File: src/rtl/mips_multicycle_core.sv
// Multi-cycle MIPS core with one shared request/acknowledge memory port,
// so memories may insert wait states. It has a memory-mapped 8-bit input port
// and a 32-bit output register at IO_BASE.
// When MIPS_JAL_JR_EN is defined, the core also executes jal and jr.
// Otherwise jal and jr are treated as unsupported opcodes and stop the core.
// Ports:
//   clk, reset       rising-edge clock, asynchronous active-high reset
//   PortIn[7:0]      input port; a lw from IO_BASE returns it zero-extended
//   mem_req/mem_we   memory request and write strobe (we is valid only with req)
//   mem_addr/wdata   word-aligned byte address and store data
//   mem_rdata/ack    read data and completion of the current request
//   PortOut          last value stored to IO_BASE
//   ALUResultOut     ALUOut register
//   halted           sticky flag, set by an unsupported opcode
module mips_multicycle_core #(
  parameter int unsigned MEMORY_DEPTH = 256,
  parameter logic [31:0] RESET_PC     = 32'h0040_0000,
  parameter logic [31:0] IO_BASE      = 32'h1001_0024
) (
  input  logic        clk,
  input  logic        reset,
  input  logic [7:0]  PortIn,
  output logic        mem_req,
  output logic        mem_we,
  output logic [31:0] mem_addr,
  output logic [31:0] mem_wdata,
  input  logic [31:0] mem_rdata,
  input  logic        mem_ack,
  output logic [31:0] PortOut,
  output logic [31:0] ALUResultOut,
  output logic        halted
);

  localparam int unsigned XLEN = 32;

  localparam logic [5:0] OP_RTYPE = 6'h00;
  localparam logic [5:0] OP_J     = 6'h02;
  localparam logic [5:0] OP_BEQ   = 6'h04;
  localparam logic [5:0] OP_BNE   = 6'h05;
  localparam logic [5:0] OP_ADDI  = 6'h08;
  localparam logic [5:0] OP_ORI   = 6'h0D;
  localparam logic [5:0] OP_LW    = 6'h23;
  localparam logic [5:0] OP_SW    = 6'h2B;
`ifdef MIPS_JAL_JR_EN
  localparam logic [5:0] OP_JAL   = 6'h03;
  localparam logic [5:0] FN_JR    = 6'h08;
`endif

  localparam logic [5:0] FN_SLL = 6'h00;
  localparam logic [5:0] FN_SRL = 6'h02;
  localparam logic [5:0] FN_ADD = 6'h20;
  localparam logic [5:0] FN_SUB = 6'h22;
  localparam logic [5:0] FN_AND = 6'h24;
  localparam logic [5:0] FN_OR  = 6'h25;
  localparam logic [5:0] FN_NOR = 6'h27;

  typedef enum logic [2:0] {FETCH, DECODE, EXEC, MEM, RWB, IWB, LWB, HALT} state_t;

  state_t state, nextState;

  logic [XLEN-1:0] pc, ir, regA, regB, aluOut, mdr;
  logic [XLEN-1:0] regs [32];

  // Instruction fields
  logic [5:0]      opcode, funct;
  logic [4:0]      rs, rt, rd, shamt;
  logic [25:0]     target;
  logic [XLEN-1:0] immSext, immZext;

  assign opcode  = ir[31:26];
  assign rs      = ir[25:21];
  assign rt      = ir[20:16];
  assign rd      = ir[15:11];
  assign shamt   = ir[10:6];
  assign funct   = ir[5:0];
  assign target  = ir[25:0];
  assign immSext = {{16{ir[15]}}, ir[15:0]};
  assign immZext = {16'h0000, ir[15:0]};

  // Data-access classification, evaluated in MEM from the address held in ALUOut
  logic isIo, inRange, dataBypass, isSw;
  assign isIo       = (aluOut == IO_BASE);
  assign inRange    = ({2'b00, aluOut} < (34'(MEMORY_DEPTH) << 2));
  assign dataBypass = isIo || !inRange;
  assign isSw       = (opcode == OP_SW);

`ifdef MIPS_JAL_JR_EN
  logic isJr;
  assign isJr = (opcode == OP_RTYPE) && (funct == FN_JR);
`endif

  // Opcode/funct legality check used in DECODE
  logic opSupported;
  always_comb begin
    opSupported = 1'b0;
    case (opcode)
      OP_RTYPE: begin
        case (funct)
          FN_ADD, FN_SUB, FN_AND, FN_OR, FN_NOR, FN_SLL, FN_SRL: opSupported = 1'b1;
`ifdef MIPS_JAL_JR_EN
          FN_JR: opSupported = 1'b1;
`endif
          default: opSupported = 1'b0;
        endcase
      end
      OP_J, OP_BEQ, OP_BNE, OP_ADDI, OP_ORI, OP_LW, OP_SW: opSupported = 1'b1;
`ifdef MIPS_JAL_JR_EN
      OP_JAL: opSupported = 1'b1;
`endif
      default: opSupported = 1'b0;
    endcase
  end

  // R-type ALU
  logic [XLEN-1:0] rResult;
  always_comb begin
    case (funct)
      FN_ADD:  rResult = regA + regB;
      FN_SUB:  rResult = regA - regB;
      FN_AND:  rResult = regA & regB;
      FN_OR:   rResult = regA | regB;
      FN_NOR:  rResult = ~(regA | regB);
      FN_SLL:  rResult = regB << shamt;
      FN_SRL:  rResult = regB >> shamt;
      default: rResult = '0;
    endcase
  end

  // Control signals produced by the FSM for the datapath
  logic            pcWrite, irWrite, abWrite, aluWrite, mdrWrite, regWrite, portWrite, haltSet;
  logic [XLEN-1:0] pcNext, aluNext, mdrNext, regWdata, memAddrC;
  logic [4:0]      regWaddr;
  logic            memReqC, memWeC;

  // State register
  always_ff @(posedge clk or posedge reset) begin
    if (reset) state <= FETCH;
    else       state <= nextState;
  end

  // Next state and datapath control
  always_comb begin
    nextState = state;
    pcWrite   = 1'b0;
    pcNext    = pc;
    irWrite   = 1'b0;
    abWrite   = 1'b0;
    aluWrite  = 1'b0;
    aluNext   = aluOut;
    mdrWrite  = 1'b0;
    mdrNext   = mdr;
    regWrite  = 1'b0;
    regWaddr  = 5'd0;
    regWdata  = aluOut;
    portWrite = 1'b0;
    haltSet   = 1'b0;
    memReqC   = 1'b0;
    memWeC    = 1'b0;
    memAddrC  = pc;
    case (state)
      FETCH: begin
        memReqC = 1'b1;
        if (mem_ack) begin
          irWrite   = 1'b1;
          pcWrite   = 1'b1;
          pcNext    = pc + 32'd4;
          nextState = DECODE;
        end
      end
      DECODE: begin
        // Branch target is computed here so EXEC only has to compare
        abWrite  = 1'b1;
        aluWrite = 1'b1;
        aluNext  = pc + (immSext << 2);
        if (opSupported) begin
          nextState = EXEC;
        end else begin
          nextState = HALT;
          haltSet   = 1'b1;
        end
      end
      EXEC: begin
        nextState = FETCH;
        case (opcode)
          OP_RTYPE: begin
            aluWrite  = 1'b1;
            aluNext   = rResult;
`ifdef MIPS_JAL_JR_EN
            if (isJr) aluNext = regA;
`endif
            nextState = RWB;
          end
          OP_ADDI: begin
            aluWrite  = 1'b1;
            aluNext   = regA + immSext;
            nextState = IWB;
          end
          OP_ORI: begin
            aluWrite  = 1'b1;
            aluNext   = regA | immZext;
            nextState = IWB;
          end
          OP_LW, OP_SW: begin
            aluWrite  = 1'b1;
            aluNext   = regA + immSext;
            nextState = MEM;
          end
          OP_BEQ: begin
            pcWrite = (regA == regB);
            pcNext  = aluOut;
          end
          OP_BNE: begin
            pcWrite = (regA != regB);
            pcNext  = aluOut;
          end
          OP_J: begin
            pcWrite = 1'b1;
            pcNext  = {pc[31:28], target, 2'b00};
          end
`ifdef MIPS_JAL_JR_EN
          OP_JAL: begin
            // pc already points past the jal, which is the return address
            regWrite = 1'b1;
            regWaddr = 5'd31;
            regWdata = pc;
            pcWrite  = 1'b1;
            pcNext   = {pc[31:28], target, 2'b00};
          end
`endif
          default: begin
            nextState = HALT;
            haltSet   = 1'b1;
          end
        endcase
      end
      MEM: begin
        memAddrC = aluOut;
        if (dataBypass) begin
          // I/O or out-of-range access completes locally without touching the port
          if (isSw) begin
            portWrite = isIo;
            nextState = FETCH;
          end else begin
            mdrWrite  = 1'b1;
            mdrNext   = isIo ? {24'h000000, PortIn} : '0;
            nextState = LWB;
          end
        end else begin
          memReqC = 1'b1;
          memWeC  = isSw;
          if (mem_ack) begin
            if (isSw) begin
              nextState = FETCH;
            end else begin
              mdrWrite  = 1'b1;
              mdrNext   = mem_rdata;
              nextState = LWB;
            end
          end
        end
      end
      RWB: begin
        nextState = FETCH;
`ifdef MIPS_JAL_JR_EN
        if (isJr) begin
          pcWrite = 1'b1;
          pcNext  = aluOut;
        end else begin
          regWrite = 1'b1;
          regWaddr = rd;
        end
`else
        regWrite = 1'b1;
        regWaddr = rd;
`endif
      end
      IWB: begin
        regWrite  = 1'b1;
        regWaddr  = rt;
        nextState = FETCH;
      end
      LWB: begin
        regWrite  = 1'b1;
        regWaddr  = rt;
        regWdata  = mdr;
        nextState = FETCH;
      end
      HALT: nextState = HALT;
      default: nextState = HALT;
    endcase
  end

  // Datapath registers and register file
  always_ff @(posedge clk or posedge reset) begin
    if (reset) begin
      pc      <= RESET_PC;
      ir      <= '0;
      regA    <= '0;
      regB    <= '0;
      aluOut  <= '0;
      mdr     <= '0;
      PortOut <= '0;
      halted  <= 1'b0;
      for (int i = 0; i < 32; i++) regs[i] <= '0;
    end else begin
      if (pcWrite)   pc      <= pcNext;
      if (irWrite)   ir      <= mem_rdata;
      if (abWrite) begin
        regA <= regs[rs];
        regB <= regs[rt];
      end
      if (aluWrite)  aluOut  <= aluNext;
      if (mdrWrite)  mdr     <= mdrNext;
      if (portWrite) PortOut <= regB;
      if (haltSet)   halted  <= 1'b1;
      // $0 is never written, so it always reads as zero
      if (regWrite && (regWaddr != 5'd0)) regs[regWaddr] <= regWdata;
    end
  end

  // The memory strobes are gated by reset so an in-flight access drops at once
  assign mem_req      = memReqC && !reset;
  assign mem_we       = memWeC && !reset;
  assign mem_addr     = memAddrC & ~32'h0000_0003;
  assign mem_wdata    = regB;
  assign ALUResultOut = aluOut;

endmodule

File: config.mk
export PLATFORM = sky130hd
export DESIGN_NAME = mips_multicycle_core
export DESIGN_NICKNAME = d
export VERILOG_FILES = /design/src/rtl/mips_multicycle_core.sv
export SDC_FILE = /design/constraint.sdc
export NUM_CORES = 2
export LEC_CHECK = 0
export ABC_CLOCK_PERIOD_IN_PS = 43300
export CAP_MARGIN = 10
export CORE_AREA = 2 2 446 448
export CTS_CLUSTER_SIZE = 14
export DETAILED_ROUTE_END_ITERATION = 8
export DIE_AREA = 0 0 448 450
export PLACE_DENSITY = 0.65
export SYNTH_ARGS = -nofsm -noshare
export SYNTH_HDL_FRONTEND = slang
export SYNTH_SLANG_ARGS = --single-unit
File: constraint.sdc
create_clock -name clk -period 43.3 [get_ports clk]
set_input_delay 10.825 -clock clk [delete_from_list [all_inputs] [get_ports clk]]
set_output_delay 10.825 -clock clk [all_outputs]
set_load 0.005 [all_outputs]
== Word-level counts from Yosys, hierarchy flattened ==
Index checks and enable logic that the tools add are counted.
W data, S select, Z words.

* Bitwise gates (word level): 8
* Shifts and indexed selects: 2
* Reductions and logical operators: 30
* Equal/unequal tests: 29
* Muxes and demuxes: 54
* Magnitude comparators: 5
* Add/subtract/negate cells: 5

{| class="wikitable"
|+ Operators by type and width
! cell !! count
|-
| $bwmux W1024 || 1
|-
| $mux W32 || 12
|-
| $bmux W32 S5 || 2
|-
| $pmux W32 S7 || 1
|-
| $pmux W32 S2 || 3
|-
| $demux W32 S5 || 1
|-
| $add A32 B32 Y32 || 3
|-
| $pmux W32 S3 || 1
|-
| $eq A6 B6 Y1 const B || 7
|-
| $add A32 B3 Y32 const B || 1
|-
| $and A32 B32 Y32 || 1
|-
| $eq A32 B29 Y1 const B || 1
|-
| $eq A32 B32 Y1 || 1
|-
| $lt A32 B11 Y1 const B || 1
|-
| $ne A32 B32 Y1 || 1
|-
| $not A32 Y32 || 1
|-
| $or A32 B16 Y32 || 1
|-
| $or A32 B32 Y32 || 1
|-
| $shl A32 B5 Y32 || 1
|-
| $shr A32 B5 Y32 || 1
|-
| $sub A32 B32 Y32 || 1
|-
| $ge A6 B6 Y1 const B || 3
|-
| $mux W1 || 18
|-
| $not A5 Y6 || 3
|-
| other kinds (35) || 66
|}

* Logic and storage cells: 175
* Bits of input ports: 43
* Output and inout bits: 131
* Bits in registers: 1252

== Logic depth before layout (Yosys ltp) ==
* Word-level depth: 9
* Depth in mapped cells: 15
* Depth with buffers taken out: 14

== Worst setup path before layout ==
Ideal clock, no wire load.

* Path kind: input to output
* Start: in reset
* End: out mem_we
* Required time: 32475 ps
* Arrival time: 11031 ps
* Path slack: 21444 ps
* Stages on the path: 1
* Cell sequence: nor3b_1

* Cells in the longest elaborated chain, start to end: 2

{| class="wikitable"
|+ RTL lines
! what !! RTL line !! RTL
|-
| from (decl) || 21 || <nowiki>input logic reset,</nowiki>
|-
| $logic_not A1 Y1 || 323 || <nowiki>assign mem_we = memWeC && !reset;</nowiki>
|-
| $logic_and A1 B1 Y1 || 323 ||
|-
| to (decl) || 24 || <nowiki>output logic mem_we,</nowiki>
|}

No other way between the ends.

== Final worst setup path ==
* Start: in reset
* End: out mem_req

* Cells in the longest elaborated chain, start to end: 2

{| class="wikitable"
|+ RTL lines
! what !! RTL line !! RTL
|-
| $logic_not A1 Y1 || 322 || <nowiki>assign mem_req = memReqC && !reset;</nowiki>
|-
| $logic_and A1 B1 Y1 || 322 ||
|-
| to (decl) || 23 || <nowiki>output logic mem_req,</nowiki>
|}

No other way between the ends.

==> metrics <==
max incr delay on CP 530 ps; number of synthesized flops with an enable pin 0; max-capacitance violation count 0; Tmin final 22,880 ps; number of max-slew violations in the final report 0; transition time of the tightest slew-check pin 1350 ps; final instance area 83,300 µm²; Syn. warnings 0; summed instance area of the synthesized netlist 74,400 µm²; kind of capture point of the worst setup path output pin; final HPWL from detailed placement 179,000 µm; share of Yosys cell area claimed by the top area cell type 42.1%; type of the most critical hold path reg -> reg; Finish-stage setup viols 0; pwr/cell area about 80 nW/µm²; share of post-route cells with drive strength above 1 ~18%; detail-routed via count per cell 6.18; required time of the worst setup path roughly 32,000 ps; vias 59,900; Synth area leader sky130_fd_sc_hd__dfrtp_1; cell row count 163; data arrival time of the critical path about 12,000 ps; Area after DPL roughly 80,000 µm²; unique cell type count in the Yosys netlist 90; launching element of the worst setup path reset; Worst VDD drop 49.5 µV; crit path max-delay cell type sky130_fd_sc_hd__clkdlybuf4s50_1; Most common cell on crit path sky130_fd_sc_hd__clkdlybuf4s50_1; smallest setup slack after layout 20,420 ps; Post-Syn Area per Cell 10.4 µm²; number of buffers inserted by hold repair at cts 0; Total Routed Length 279,000 µm; # port buffers about 170; CTS Buf Count between 100 and 150; critical path capture point mem_req; Tcrit/Tclk final between 50% and 60%; vias in the first global route approximately 60,000; later-pin clock latency in the skew report 790 ps; result of the run finished clean; register area share after synthesis 42.1%; largest net degree at the start of global routing 177; Std-Cell Core Area 197,000 µm²; io pins 174; clk_skew 37.9 ps; Highest Clock Rate around 0.044 GHz; Starting Density between 30 and 40%; die outline width 448 µm; reg-to-reg critical path startpoint ir[16]; maximum clock path buffer count 3; number of hold violations in the final report 0; die area 202,000 µm²; clk root buf sky130_fd_sc_hd__clkbuf_16; GRT Util Overall 27.4%; Critical Path, Cell by Cell clkdlybuf4s50_1 > nor3_1 > clkdlybuf4s50_1; number of antenna violations at the first check in global routing 9; share of synthesized registers carrying an async set or reset 100%; number of synthesized register bits 1,252; TritonCTS clock tree built; launching element type of the critical path primary input; biggest fanout along the worst timing path 3; final setup TNS 0 ps; global-route wire length before repair 408,000 µm; R2R cell count 7; Congestion Overflow GR 0; final routed wire length divided by cell count 28.7 µm; most used flip-flop cell after synthesis sky130_fd_sc_hd__dfrtp_1; clock transition at the registers of the reported paths 60 ps; setup bufs post-CTS 0; Slew Limit Headroom approximately a tenth; leakage power summed over all cells 34.8 nW; number of gates resized after CTS 0; remaining antenna violation count after routing 0; remaining design rule violation count 0; critical path type in -> out; flop2flop setup slack approximately 38,000 ps; H-Tree Level Count 4; die boundary height around 450 µm; main area contributors after synthesis sky130_fd_sc_hd__dfrtp_1 (42%), sky130_fd_sc_hd__mux4_2 (21%), sky130_fd_sc_hd__o21ai_0 (6.3%), sky130_fd_sc_hd__nand2_1 (5.4%), sky130_fd_sc_hd__a21oi_1 (3.9%); worst slack after detailed placement 20,410 ps; filler cell count in the final layout between 15,000 and 20,000; endpoint of the most critical register-to-register path mem_wdata[1]; number of iterations in the first detailed-routing pass 9; CTS Sinks ~1,300; iteration-0 DRC count of the detailed router 6,841; weighted congestion reported at the end of routability-driven placement 1.01; number of instances in the synthesized netlist 7,149; unrepaired setup endpoints after global routing no; layout overhead on the synthesized area 12.0%; post-layout net count 7,178
-- layout by cell type (no fill, tap or decap), types with 38 or more instances in the layout --
cell	count
sky130_fd_sc_hd__a211oi_1	38
sky130_fd_sc_hd__a21o_1	39
sky130_fd_sc_hd__a21oi_1	576
sky130_fd_sc_hd__a22oi_1	49
sky130_fd_sc_hd__buf_4	171
sky130_fd_sc_hd__clkbuf_16	144
sky130_fd_sc_hd__clkdlybuf4s50_1	171
sky130_fd_sc_hd__dfrtp_1	1238
sky130_fd_sc_hd__ha_1	178
sky130_fd_sc_hd__inv_1	128
sky130_fd_sc_hd__mux2_2	51
sky130_fd_sc_hd__mux2i_1	103
sky130_fd_sc_hd__mux4_2	694
sky130_fd_sc_hd__nand2_1	1050
sky130_fd_sc_hd__nand3_1	59
sky130_fd_sc_hd__nor2_1	582
sky130_fd_sc_hd__nor3_1	44
sky130_fd_sc_hd__o21ai_0	933
sky130_fd_sc_hd__o22ai_1	52
sky130_fd_sc_hd__xnor2_1	82
-- synthesized netlist by cell type (39+ instances only) --
master / count
sky130_fd_sc_hd__nand2_1: 1068
sky130_fd_sc_hd__a21o_1: 39
sky130_fd_sc_hd__buf_1: 91
sky130_fd_sc_hd__ha_1: 178
sky130_fd_sc_hd__a21oi_1: 577
sky130_fd_sc_hd__mux4_2: 694
sky130_fd_sc_hd__nor3_1: 46
sky130_fd_sc_hd__o22ai_1: 52
sky130_fd_sc_hd__o21ai_0: 933
sky130_fd_sc_hd__clkbuf_1: 559
sky130_fd_sc_hd__a22oi_1: 49
sky130_fd_sc_hd__inv_1: 130
sky130_fd_sc_hd__mux2i_1: 135
sky130_fd_sc_hd__nand3_1: 61
sky130_fd_sc_hd__xnor2_1: 82
sky130_fd_sc_hd__dfrtp_1: 1251
sky130_fd_sc_hd__nor2_1: 585
sky130_fd_sc_hd__mux2_2: 51
-- through the flow --
| stage | hold slack, ps | util, % | total power, mW | cells |
|---|---|---|---|---|
| 3_5_place_dp | 384 | 40.0 | 5.26 | 9451 |
| 5_1_grt | 409 | 42.4 | 6.86 | 9700 |
| 6_report | 391 | 42.4 | 6.56 | 9702 |
| 2_1_floorplan | 441 | - | 4.05 | 7150 |
| 4_1_cts | 396 | 42.4 | 6.50 | 9699 |
| 3_3_place_gp | 376 | 40.0 | 5.20 | 9451 |
-- area by class of cell --
| class | instances | area [µm²] | share of cell area, % |
|---|---|---|---|
| tap | 2640 | 3300 | 3.96 |
| inverter | 133 | 503 | 0.604 |
| multi-input combinational | 5080 | 40300 | 48.4 |
| antenna | 3 | 7.51 | 0.00901 |
| clock inverter | 42 | 549 | 0.659 |
| timing repair buffer | 346 | 3080 | 3.69 |
| sequential | 1252 | 31400 | 37.7 |
| clock buffer | 206 | 4170 | 5.00 |
-- worst max-delay path: cells and delay by family --
| family | cells | cell delay [ps] |
|---|---|---|
| and+or+nand+nor | 1 | 220 |
| buffers and inverters | 2 | 1000 |
-- state kept, by name (all words and copies together), names as in the netlist --
register,count
state,3
ir,32
mdr,32
ALUResultOut,32
pc,32
PortOut,32
regs,1024
regA,32
halted,1
mem_wdata,32
-- report_power, final --
part	internal [mW]	switching [mW]	total [mW]
logic	1.37	2.01	3.38
clock network	0.717	0.512	1.23
registers	1.51	0.439	1.95
-- per-layer routing --
metal / vias to the layer above / GRT usage, % / wire length [µm]
li1: 25700 / - / -
met4: 6 / 14.7 / 17300
met1: 30200 / 35.5 / 106000
met5: - / 0 / 24
met3: 849 / 6.13 / 26200
met2: 3183 / 42.9 / 129000
-- cells by family after synthesis --
kind of cell             Yosys count  share of synthesized area (%)
flip-flops                      1252                           42.1
AO/OA/AOI/OAI                   1962                           14.9
XOR/XNOR                          94                           1.11
AND/OR/NAND/NOR                 1948                           10.8
buffers and inverters            818                           4.24
adder cells (fa/ha/maj)          182                           3.10
multiplexers                     892                           23.8
other                              1                        0.00504
-- how the worst min path moves through the flow --
| stage | cells after the start | to | slack [ps] | startpoint |
|---|---|---|---|---|
| 6_report | 0 | regs[1016] | 390 | regs[1016] |
| 5_1_grt | 0 | regs[997] | 410 | regs[997] |
| 4_1_cts | 0 | regs[1016] | 400 | regs[1016] |
| 3_5_place_dp | 0 | regs[1016] | 380 | regs[1016] |
| 3_3_place_gp | 0 | regs[1013] | 380 | regs[1013] |
| 2_1_floorplan | 1 | regs[1000] | 440 | regs[1000] |
(Power assumes the default switching activity.)
